`src/rtl/ps2_rx_if.sv`:
```
// rtl/ps2_rx_if.sv - PS/2 receiver bus: raw line inputs and decoded scan code outputs
interface ps2_rx_if;
    logic       ps2_clock;
    logic       ps2_data;
    logic [7:0] ps2_code;
    logic       ps2_code_new;
    logic       frame_error;
    logic       rx_busy;

    modport master (
        output ps2_clock, ps2_data,
        input  ps2_code, ps2_code_new, frame_error, rx_busy
    );

    modport slave (
        input  ps2_clock, ps2_data,
        output ps2_code, ps2_code_new, frame_error, rx_busy
    );
endinterface

```
`src/rtl/ps2_rx.sv`:
```
// rtl/ps2_rx.sv - PS/2 device-to-host frame receiver with clock glitch filter and frame timeout
module ps2_rx #(
    parameter int FILTER_LEN     = 8,
    parameter int TIMEOUT_CYCLES = 50000
) (
    input  logic    clock,
    input  logic    reset,
    ps2_rx_if.slave bus
);
    localparam int FW = $clog2(FILTER_LEN + 1);
    localparam int TW = $clog2(TIMEOUT_CYCLES + 1);

    typedef enum logic [1:0] {IDLE, RECEIVE, CHECK} state_t;

    logic          clk_s1, clk_s2, dat_s1, dat_s2;
    logic          clk_filt, clk_filt_d;
    logic [FW-1:0] stab_cnt;
    logic          fall;

    state_t        state;
    logic [3:0]    bit_idx;
    logic [7:0]    shift;
    logic          parity_bit;
    logic          stop_bit;
    logic [TW-1:0] timer;
    logic [7:0]    code_r;
    logic          code_new_r;
    logic          error_r;
    logic          busy_r;

    assign fall = clk_filt_d & ~clk_filt;

    always_ff @(posedge clock or posedge reset) begin
        if (reset) begin
            clk_s1     <= 1'b1;
            clk_s2     <= 1'b1;
            dat_s1     <= 1'b1;
            dat_s2     <= 1'b1;
            clk_filt   <= 1'b1;
            clk_filt_d <= 1'b1;
            stab_cnt   <= '0;
        end else begin
            clk_s1     <= bus.ps2_clock;
            clk_s2     <= clk_s1;
            dat_s1     <= bus.ps2_data;
            dat_s2     <= dat_s1;
            clk_filt_d <= clk_filt;
            if (clk_s2 == clk_filt) begin
                stab_cnt <= '0;
            end else if (stab_cnt == FW'(FILTER_LEN - 1)) begin
                clk_filt <= clk_s2;
                stab_cnt <= '0;
            end else begin
                stab_cnt <= stab_cnt + 1'b1;
            end
        end
    end

    always_ff @(posedge clock or posedge reset) begin
        if (reset) begin
            state      <= IDLE;
            bit_idx    <= '0;
            shift      <= '0;
            parity_bit <= 1'b0;
            stop_bit   <= 1'b0;
            timer      <= '0;
            code_r     <= '0;
            code_new_r <= 1'b0;
            error_r    <= 1'b0;
            busy_r     <= 1'b0;
        end else begin
            code_new_r <= 1'b0;
            error_r    <= 1'b0;
            case (state)
                IDLE: begin
                    if (fall && !dat_s2) begin
                        state   <= RECEIVE;
                        busy_r  <= 1'b1;
                        bit_idx <= '0;
                        timer   <= '0;
                    end
                end
                RECEIVE: begin
                    // A sample event always beats a timeout landing in the same cycle.
                    if (fall) begin
                        timer   <= '0;
                        bit_idx <= bit_idx + 1'b1;
                        if (bit_idx < 4'd8) begin
                            shift <= {dat_s2, shift[7:1]};
                        end else if (bit_idx == 4'd8) begin
                            parity_bit <= dat_s2;
                        end else begin
                            stop_bit <= dat_s2;
                            state    <= CHECK;
                        end
                    end else if (timer == TW'(TIMEOUT_CYCLES - 2)) begin
                        // Fires one cycle early so the registered pulse lands
                        // TIMEOUT_CYCLES after the last sample event.
                        error_r <= 1'b1;
                        state   <= IDLE;
                        busy_r  <= 1'b0;
                    end else begin
                        timer <= timer + 1'b1;
                    end
                end
                CHECK: begin
                    if ((^shift ^ parity_bit) && stop_bit) begin
                        code_r     <= shift;
                        code_new_r <= 1'b1;
                    end else begin
                        error_r <= 1'b1;
                    end
                    state  <= IDLE;
                    busy_r <= 1'b0;
                end
                default: begin
                    state  <= IDLE;
                    busy_r <= 1'b0;
                end
            endcase
        end
    end

    assign bus.ps2_code     = code_r;
    assign bus.ps2_code_new = code_new_r;
    assign bus.frame_error  = error_r;
    assign bus.rx_busy      = busy_r;
endmodule

```
`src/flat_wrapper.sv`:
```
// flat-port wrapper written by rule: the top's interface ports become plain ports
module ps2_rx_flat 
#(
    parameter int FILTER_LEN     = 8,
    parameter int TIMEOUT_CYCLES = 50000
)
  (clock, reset, bus_ps2_clock, bus_ps2_data, bus_ps2_code, bus_ps2_code_new, bus_frame_error, bus_rx_busy);
  ps2_rx_if bus_i ();
  input  logic clock;
  input  logic reset;
  input wire logic [$bits(bus_i.ps2_clock)-1:0] bus_ps2_clock;
  input wire logic [$bits(bus_i.ps2_data)-1:0] bus_ps2_data;
  output wire logic [$bits(bus_i.ps2_code)-1:0] bus_ps2_code;
  output wire logic [$bits(bus_i.ps2_code_new)-1:0] bus_ps2_code_new;
  output wire logic [$bits(bus_i.frame_error)-1:0] bus_frame_error;
  output wire logic [$bits(bus_i.rx_busy)-1:0] bus_rx_busy;
  assign bus_i.ps2_clock = bus_ps2_clock;
  assign bus_i.ps2_data = bus_ps2_data;
  assign bus_ps2_code = bus_i.ps2_code;
  assign bus_ps2_code_new = bus_i.ps2_code_new;
  assign bus_frame_error = bus_i.frame_error;
  assign bus_rx_busy = bus_i.rx_busy;
  ps2_rx #(.FILTER_LEN(FILTER_LEN), .TIMEOUT_CYCLES(TIMEOUT_CYCLES)) u_core (.clock(clock), .reset(reset), .bus(bus_i));
endmodule
```
`config.mk`:
```
export PLATFORM = sky130hd
export DESIGN_NAME = ps2_rx_flat
export DESIGN_NICKNAME = d
export VERILOG_FILES = /design/src/rtl/ps2_rx_if.sv /design/src/rtl/ps2_rx.sv /design/src/flat_wrapper.sv
export SDC_FILE = /design/constraint.sdc
export NUM_CORES = 1
export LEC_CHECK = 0
export ABC_AREA = 0
export BUFFER_PORTS_ARGS = -buffer_cell sky130_fd_sc_hd__buf_2
export CAP_MARGIN = 25
export CORE_ASPECT_RATIO = 2
export CORE_MARGIN = 4
export CORE_UTILIZATION = 38
export CTS_CLUSTER_DIAMETER = 150
export CTS_CLUSTER_SIZE = 24
export DETAILED_ROUTE_END_ITERATION = 10
export SLEW_MARGIN = 20
export SYNTH_ARGS = -nofsm -noshare
export SYNTH_HDL_FRONTEND = slang
export SYNTH_SLANG_ARGS = --single-unit
```
`constraint.sdc`:
```
create_clock -name clock -period 2.25 [get_ports clock]
set_clock_uncertainty 0.05 [all_clocks]
set_input_delay 0.225 -clock clock [delete_from_list [all_inputs] [get_ports clock]]
set_output_delay 0.225 -clock clock [all_outputs]
set_load 0.1 [all_outputs]
```
* Word-level counts from Yosys, hierarchy flattened
Index checks and enable logic that the tools add are counted.
** Cells by class
- Muxes and demuxes :: 25
- $mul :: 0
- Reduce and logical (&&, ||, !) cells :: 15
- Shift-type cells :: 0
- Order comparisons :: 1
- $add $sub $neg :: 3
- Bitwise logic cells :: 6
- Div/mod/pow operators :: 0
- Equality and inequality tests :: 14
** Operators with widths (number)
- $mux W16 :: 3
- $pmux W16 S2 :: 1
- $add A16 B1 Y16 const B :: 1
- $eq A16 B16 Y1 const B :: 1
- $mux W4 :: 4
- $reduce_and A3 Y1 :: 4
- $reduce_and A4 Y1 :: 3
- $mux W2 :: 5
- $add A4 B1 Y4 const B :: 2
- $mux W1 :: 8
- $pmux W4 S2 :: 1
- $reduce_xor A8 Y1 :: 1
- $ne A2 B1 Y1 const B :: 3
- $ne A3 B3 Y1 const B :: 2
- $eq A4 B3 Y1 const B :: 1
- $eq A4 B4 Y1 const B :: 1
- $lt A4 B4 Y1 const B :: 1
- $not A1 Y1 :: 4
- $pmux W1 S2 :: 2
- $pmux W2 S2 :: 1
- $reduce_and A2 Y1 :: 2
- $ne A3 B1 Y1 const B :: 1
- $ne A3 B2 Y1 const B :: 1
- $eq A2 B1 Y1 const B :: 1
- other kinds (9) :: 10
** Storage, ports and cells
- Bits in latches :: 0
- ROM bits :: 0
- Memories kept :: 0
- Register bits :: 53
- Input bits :: 4
- Memory bits (writable) :: 0
- Output and inout bits :: 11

* Depth between registers and ports, before layout
Gate-level depths: netlist of the first run.
- Depth after elaboration :: 5
- Depth in mapped cells :: 8
- Gate-level depth less buffers :: 6

* Least setup slack after synthesis of the first run
No wires, ideal clock.
- Path type :: reg2reg
- Start point :: register u_core.state[1]
- End point :: register u_core.timer[12]
- Library setup time :: 65 ps
- Period minus slack after synthesis :: 1904 ps
- Stages on the path, launching flop included :: 8
- Path slack :: 346 ps
- Required time :: 2135 ps
- Data arrival time :: 1789 ps
- Cells stage by stage :: dfrtp_1 -> inv_1 -> ha_1 -> buf_2 -> clkinv_1 -> nor3_1 -> and4b_1 -> a211o_1
** Between the ends
- Word-level cells in the longest chain between the ends :: 3
- Elaborated cells on any way between the ends :: 7
- Classes of those cells :: eq/ne: 3; mux: 1; reduce/logical: 3
** Ends and longest elaborated chain
- start, declared :: line ps2_rx.sv:20 : state_t state;
- start signal, assigned :: line ps2_rx.sv:61 : state <= IDLE;
- start signal, assigned :: line ps2_rx.sv:77 : state <= RECEIVE;
- start signal, assigned :: line ps2_rx.sv:94 : state <= CHECK;
- $eq A2 B1 Y1 / $logic_not A2 Y1 (equally long branches) :: line ps2_rx.sv:74 : case (state)
- $ne A3 B2 Y1 (no line), or another cell as far along
- $reduce_and A3 Y1 (no line)
- end signal, assigned :: line ps2_rx.sv:103 : timer <= timer + 1'b1;
- end, declared :: line ps2_rx.sv:25 : logic [TW-1:0] timer;
Several ways; a longest one is shown, not always the timed one.
A chain may end at the register's enable or synchronous reset.

* Worst setup path in the final report of the first run
- Start point :: register u_core.state[1]
- End point :: register u_core.timer[15]
Same word-level chain as after synthesis.

==> reports/metrics.yaml, run 1 <==
yosysWarnings: 0
power_frac_comb_pct: 33.3
status: "finished, final reports clean"
rrSetupSlack_ns: 0.22
switchingPower_mw: 1.06
wire_per_inst_um: 16.0
num-fill-cells: 656
ys_ff_latch: 53
tightestPinTransition_ns: 0.527
die_w_um: 67.6
worstPathArrival_ns: 2.20
n_antenna_cell: 0
worstSkewPairLatency_ns: 0.29
irDropWorstVdd_v: 0.000356
ys_async_sr_fraction_pct: 100
row_count: 43
synth-seq-area-share_pct: 49.5
drv_cap: 0
relSlewSlack_pct: 64.8
grt_pass1_wl_mm: 10.4
final_cell_mix: "47 x dfrtp_1, 20 x nand2_1, 20 x mux2_2"
grt_pass1_vias: 2161
powerDensity_nw_per_um2: 984
synth_area_um2: 2700
min_period_over_period_pct: 90.1
fin_util_pct: 45.9
synth_edf_count: 0
cp-start-kind: "flop"
post_drt_via_cell_ratio: 5.46
grt_usage_pct: 15.9
cts_tree: "built"
switching_share_pct: 33.7
clock-sinks: 53
finalSetupViolCount: 0
cts-htree-levels: 2
postCtsSetupBuffers: 0
ant_nets: 0
place_congestion: 0.826
drtIter0Drc: 96
cts_root_buffer: "clkbuf_16"
route.detailed.drc: 0
min_path_type: "reg -> reg"
grt_max_degree: 32
initial_core_util_pct: 38.8
dr.pass1.iters: 4
area_growth_pct: 18.1
cts_buffers: 5
grt_antenna_before_repair: 0
cp-end-kind: "flop"
die_area_um2: 8590
synth_cell_types: 53
top_level_ports: 15
synth_nets: 262
syn_area_per_cell_um2: 10.8
fin_crit_ns: 2.03
cts.path.max_buffers: 2
critPathMaxFanout: 16
drive_gt1_share_pct: 24.4
worstSetupPathType: "reg -> reg"
numPortBuffers: 14
tns_ns: 0
timing.fmax_mhz: 493
rsz0062_at_grt: "no"
vias: 2035
syn_inst: 250
die_y_um: 127
p_leak_nw: 1.47
grt_overflow: 0
cp.required_ns: 2.42
synth_flop_cell: "dfrtp_1"
intPower_mw: 2.07
clkPwrFrac_pct: 28.5
drt-total-wl_mm: 5.96
hpwl_mm: 4.55
finalHoldViolations: 0
layout.nets: 294
fp.coreArea_um2: 6940
layout_commonest_cell: "dfrtp_1"
clk_pin_slew_worst_paths_ns: 0.07
seqPwrFrac_pct: 38.1
report.final.slew_viol_count: 0
==> per-layer routing <==
| metal | vias up | routed length, um | GRT usage, % |
|---|---|---|---|
| li1 | 984 | - | - |
| met1 | 1006 | 2210 | 16.2 |
| met2 | 31 | 3380 | 29.2 |
| met3 | 14 | 144 | 2.81 |
| met4 | 0 | 216 | 8.25 |
| met5 | - | 0 | 0 |
==> cell type report <==
class | count | area (um2) | area share [%]
clock buffer | 7 | 143 | 4.48
clock inverter | 1 | 30.0 | 0.943
inverter | 13 | 48.8 | 1.53
multi-input combinational | 177 | 1290 | 40.5
sequential | 53 | 1330 | 41.9
tap | 90 | 113 | 3.54
timing repair buffer | 32 | 225 | 7.08
==> cell usage after synthesis, drive strengths merged (3+ instances only) <==
cell | count | share of area [%]
nor3 | 7 | 1.3
o22ai | 3 | 0.70
mux2 | 20 | 8.4
and4 | 6 | 1.9
mux2i | 3 | 1.6
nor2b | 4 | 0.93
nor4 | 5 | 1.4
and3 | 3 | 0.70
nand4 | 5 | 1.2
a21oi | 13 | 2.4
inv | 12 | 1.7
dfrtp | 47 | 44
nand2 | 20 | 2.8
xnor2 | 4 | 1.3
nand3 | 10 | 1.9
ha | 8 | 3.7
clkbuf | 6 | 0.88
o21ai | 12 | 2.2
o31ai | 4 | 1.1
nor2 | 12 | 1.7
dfstp | 6 | 5.8
==> power by group through the flow <==
| stage | sequential (mW) | combinational, mW | clock [mW] |
|---|---|---|---|
| after floorplan | 1.22 | 0.670 | 0 |
| after global placement | 1.21 | 1.03 | 0 |
| after detailed placement | 1.21 | 1.04 | 0 |
| after CTS | 1.20 | 1.05 | 0.916 |
| after global routing | 1.21 | 1.16 | 0.948 |
| final | 1.19 | 1.04 | 0.894 |
==> flip-flops by register name (all words and copies together), names as in the netlist, 2 cells and up <==
register             flops
u_core.state             2
u_core.timer            16
u_core.bit_idx           4
u_core.bus.ps2_code      8
u_core.shift             8
u_core.stab_cnt          4
==> critical path, stage by stage, from the launching register on <==
cell	delay, ns
dfrtp_1	0.42
inv_1	0.10
ha_2	0.28
nor2b_1	0.19
a21oi_1	0.06
buf_4	0.19
or4_1	0.51
a21oi_1	0.15
==> through the flow <==
step,hold WS [ns],std cells,power (mW),area [um2],setup WS [ns]
after floorplan,0.179,250,1.89,2700,0.346
after detailed placement,0.243,362,2.25,2980,0.160
after CTS,0.308,373,3.16,3180,0.120
after global routing,0.308,373,3.32,3180,0.0705
after global placement,0.243,362,2.24,2980,0.148
final,0.307,373,3.13,3180,0.222
==> kinds of logic after synthesis <==
| logic type | count (synthesis) | share of synthesized area [%] |
|---|---|---|
| simple gates | 90 | 18.9 |
| flops | 53 | 49.5 |
| compound gates | 48 | 11.4 |
| mux | 23 | 9.93 |
| buf+inv | 20 | 2.88 |
| xor+xnor | 8 | 3.67 |
| fa+ha+maj | 8 | 3.71 |
==> worst paths after layout <==
path / from / endpoint / cells after the start
max in group asynchronous: reset / u_core.bit_idx[0] / 4
max: u_core.state[1] / u_core.timer[15] / 7
max reg2reg: u_core.state[1] / u_core.timer[15] / 7
min reg2reg: u_core.clk_s1 / u_core.clk_s2 / 0
min: u_core.clk_s1 / u_core.clk_s2 / 0
min in group asynchronous: reset / u_core.stab_cnt[3] / 3
==> what timing repair did <==
item,CTS,global route
hold buffers,3,0
resized for setup,0,2
endpoints found under the hold margin,18,0
setup endpoints to repair,0,5
Note: power is estimated with default switching activity, not from simulation.
==> run 2, diff against run 1 <==
CTS_BUF_LIST = sky130_fd_sc_hd__clkbuf_16   (was default)
==> run 2 against run 1 <==
Against the previous run:
- flip-flop and latch count is the same
- sequential power barely moved
- maximum frequency grew 0.28%
- via count down 0.15%
- sequential share of layout area increased by 0.13 points
- first-iteration DRC count grew 2.1%
- critical endpoint unchanged
- largest cell class unchanged
- largest power group unchanged
==> reports/metrics.yaml, run 2 (same netlist as run 1, synthesis figures left out) <==
wire_per_inst_um: 16.0  # -0.10%
timing.fmax_mhz: 495  # +0.28%
layout_commonest_cell: "dfrtp_1"
cts_buffers: 5  # unchanged
critPathMaxFanout: 16  # unchanged
top_level_ports: 15  # unchanged
stdcell_area_um2: 3170  # -0.31%
min_path_type: "reg -> reg"
grt_max_degree: 32  # unchanged
post_drt_via_cell_ratio: 5.45  # -0.15%
r2r_start: "u_core.state[1]"
grt_pass1_vias: 2161  # unchanged
die_w_um: 67.6  # unchanged
fin_util_pct: 45.7  # -0.14 points
intPower_mw: 2.04  # -1.9%
num-fill-cells: 658  # +0.30%
postCtsSetupBuffers: 0  # unchanged
ant_nets: 0  # unchanged
critPathLaunch: "u_core.state[1]"
grt_overflow: 0  # unchanged
cp-start-kind: "flop"
seqPwrFrac_pct: 38.6  # +0.5 points
hpwl_mm: 4.55  # unchanged
die_area_um2: 8590  # unchanged
initial_core_util_pct: 38.8  # unchanged
final_cell_mix: "47 x dfrtp_1, 20 x nand2_1, 20 x mux2_2"
die_y_um: 127  # unchanged
clkPwrFrac_pct: 27.6  # -0.9 points
worstSkewPairLatency_ns: 0.29  # about the same
cts.path.max_buffers: 2  # unchanged
worstSetupPathType: "reg -> reg"
drive_gt1_share_pct: 24.0  # -0.35 points
powerDensity_nw_per_um2: 975  # -0.94%
cts_tree: "built"
switching_share_pct: 34.2  # +0.41 points
clk_pin_slew_worst_paths_ns: 0.07  # about the same
hold_start: "u_core.clk_s1"
power_frac_comb_pct: 33.7  # +0.4 points
finalSetupViolCount: 0  # unchanged
worstPathArrival_ns: 2.19  # about the same
clock-sinks: 53  # unchanged
worst_slack_ns: 0.228  # +0.00557 ns
report.final.slew_viol_count: 0  # unchanged
numPortBuffers: 14  # unchanged
place_congestion: 0.826  # unchanged
grt_antenna_before_repair: 0  # unchanged
relSlewSlack_pct: 64.8  # about the same
cts-htree-levels: 2  # unchanged
dr.pass1.iters: 4  # unchanged
cts_root_buffer: "clkbuf_16"
cp.required_ns: 2.42  # about the same
rsz0062_at_grt: "no"
layout.nets: 294  # unchanged
p_leak_nw: 1.47  # about the same
tns_ns: 0  # unchanged
drtIter0Drc: 98  # +2.1%
hold_ws_ns: 0.307  # -0.0000660 ns
multiInputGateArea_um2: 1290  # unchanged
largest_reg_flops: 16  # unchanged
area_growth_pct: 17.7
vias: 2032  # -0.15%
row_count: 43  # unchanged
grt_usage_pct: 15.9  # unchanged
largest_register: "u_core.timer"
tightestPinTransition_ns: 0.527  # -0.0000584 ns
min_period_over_period_pct: 89.9  # -0.25 points
placed_area_um2: 2980  # unchanged
drv_cap: 0  # unchanged
n_antenna_cell: 0  # unchanged
route.detailed.drc: 0  # unchanged
drt-total-wl_mm: 5.95  # -0.10%
dp_slack_ns: 0.160  # unchanged
fp.coreArea_um2: 6940  # unchanged
irDropWorstVdd_v: 0.000355  # -0.11%
rrSetupSlack_ns: 0.23  # about the same
finalHoldViolations: 0  # unchanged
regArea_um2: 1330  # unchanged
grt_pass1_wl_mm: 10.4  # unchanged
fin_crit_ns: 2.02  # -0.00557 ns
status: "finished, final reports clean"
switchingPower_mw: 1.06  # about the same
cp-end-kind: "flop"
## run 2: per-stage QoR
stage | cells | power [mW]
global route | 373 | 3.28
CTS | 373 | 3.12
global placement | 362 | 2.24
finish | 373 | 3.09
floorplan | 250 | 1.89
detailed placement | 362 | 2.25
## run 2: path summary, 6_finish.rpt
path,end,cells after the start
max,u_core.timer[15],7
min,u_core.clk_s2,0
max reg2reg,u_core.timer[15],7
min reg2reg,u_core.clk_s2,0
max in group asynchronous,u_core.bit_idx[0],4
min in group asynchronous,u_core.stab_cnt[3],3
## run 2: final cells by class
class	count	share of cell area [%]
Sequential cell	53	42.0
Inverter	13	1.54
Clock buffer	5	3.94
Timing Repair Buffer	32	7.10
Clock inverter	3	1.18
Multi-Input combinational cell	177	40.7
Tap cell	90	3.55
## run 2: power groups by stage
stage / registers (mW) / logic [mW] / clock network (mW)
final: 1.19 / 1.04 / 0.855
after global routing: 1.21 / 1.16 / 0.908
after CTS: 1.20 / 1.05 / 0.876
after detailed placement: 1.21 / 1.04 / 0
after global placement: 1.21 / 1.03 / 0
after floorplan: 1.22 / 0.670 / 0
## run 2: worst max-delay path, cell delays in order, from the launching register on
cell	delay, ns
dfrtp_1	0.42
inv_1	0.10
ha_2	0.28
nor2b_1	0.19
a21oi_1	0.06
buf_4	0.19
or4_1	0.51
a21oi_1	0.15
## run 2: per-layer routing
layer	global-route usage, %	share of wire, %	vias up
met3	2.81	2.4	14
met4	8.25	3.6	0
li1	-	-	984
met2	29.2	57	31
met5	0	0	-
met1	16.2	37	1003
## run 2: repair_timing
item                                    in CTS  in global routing
resized for setup                            0                  2
endpoints found under the setup margin       0                  5
hold endpoints to repair                    18                  0
hold buffers                                 3                  0
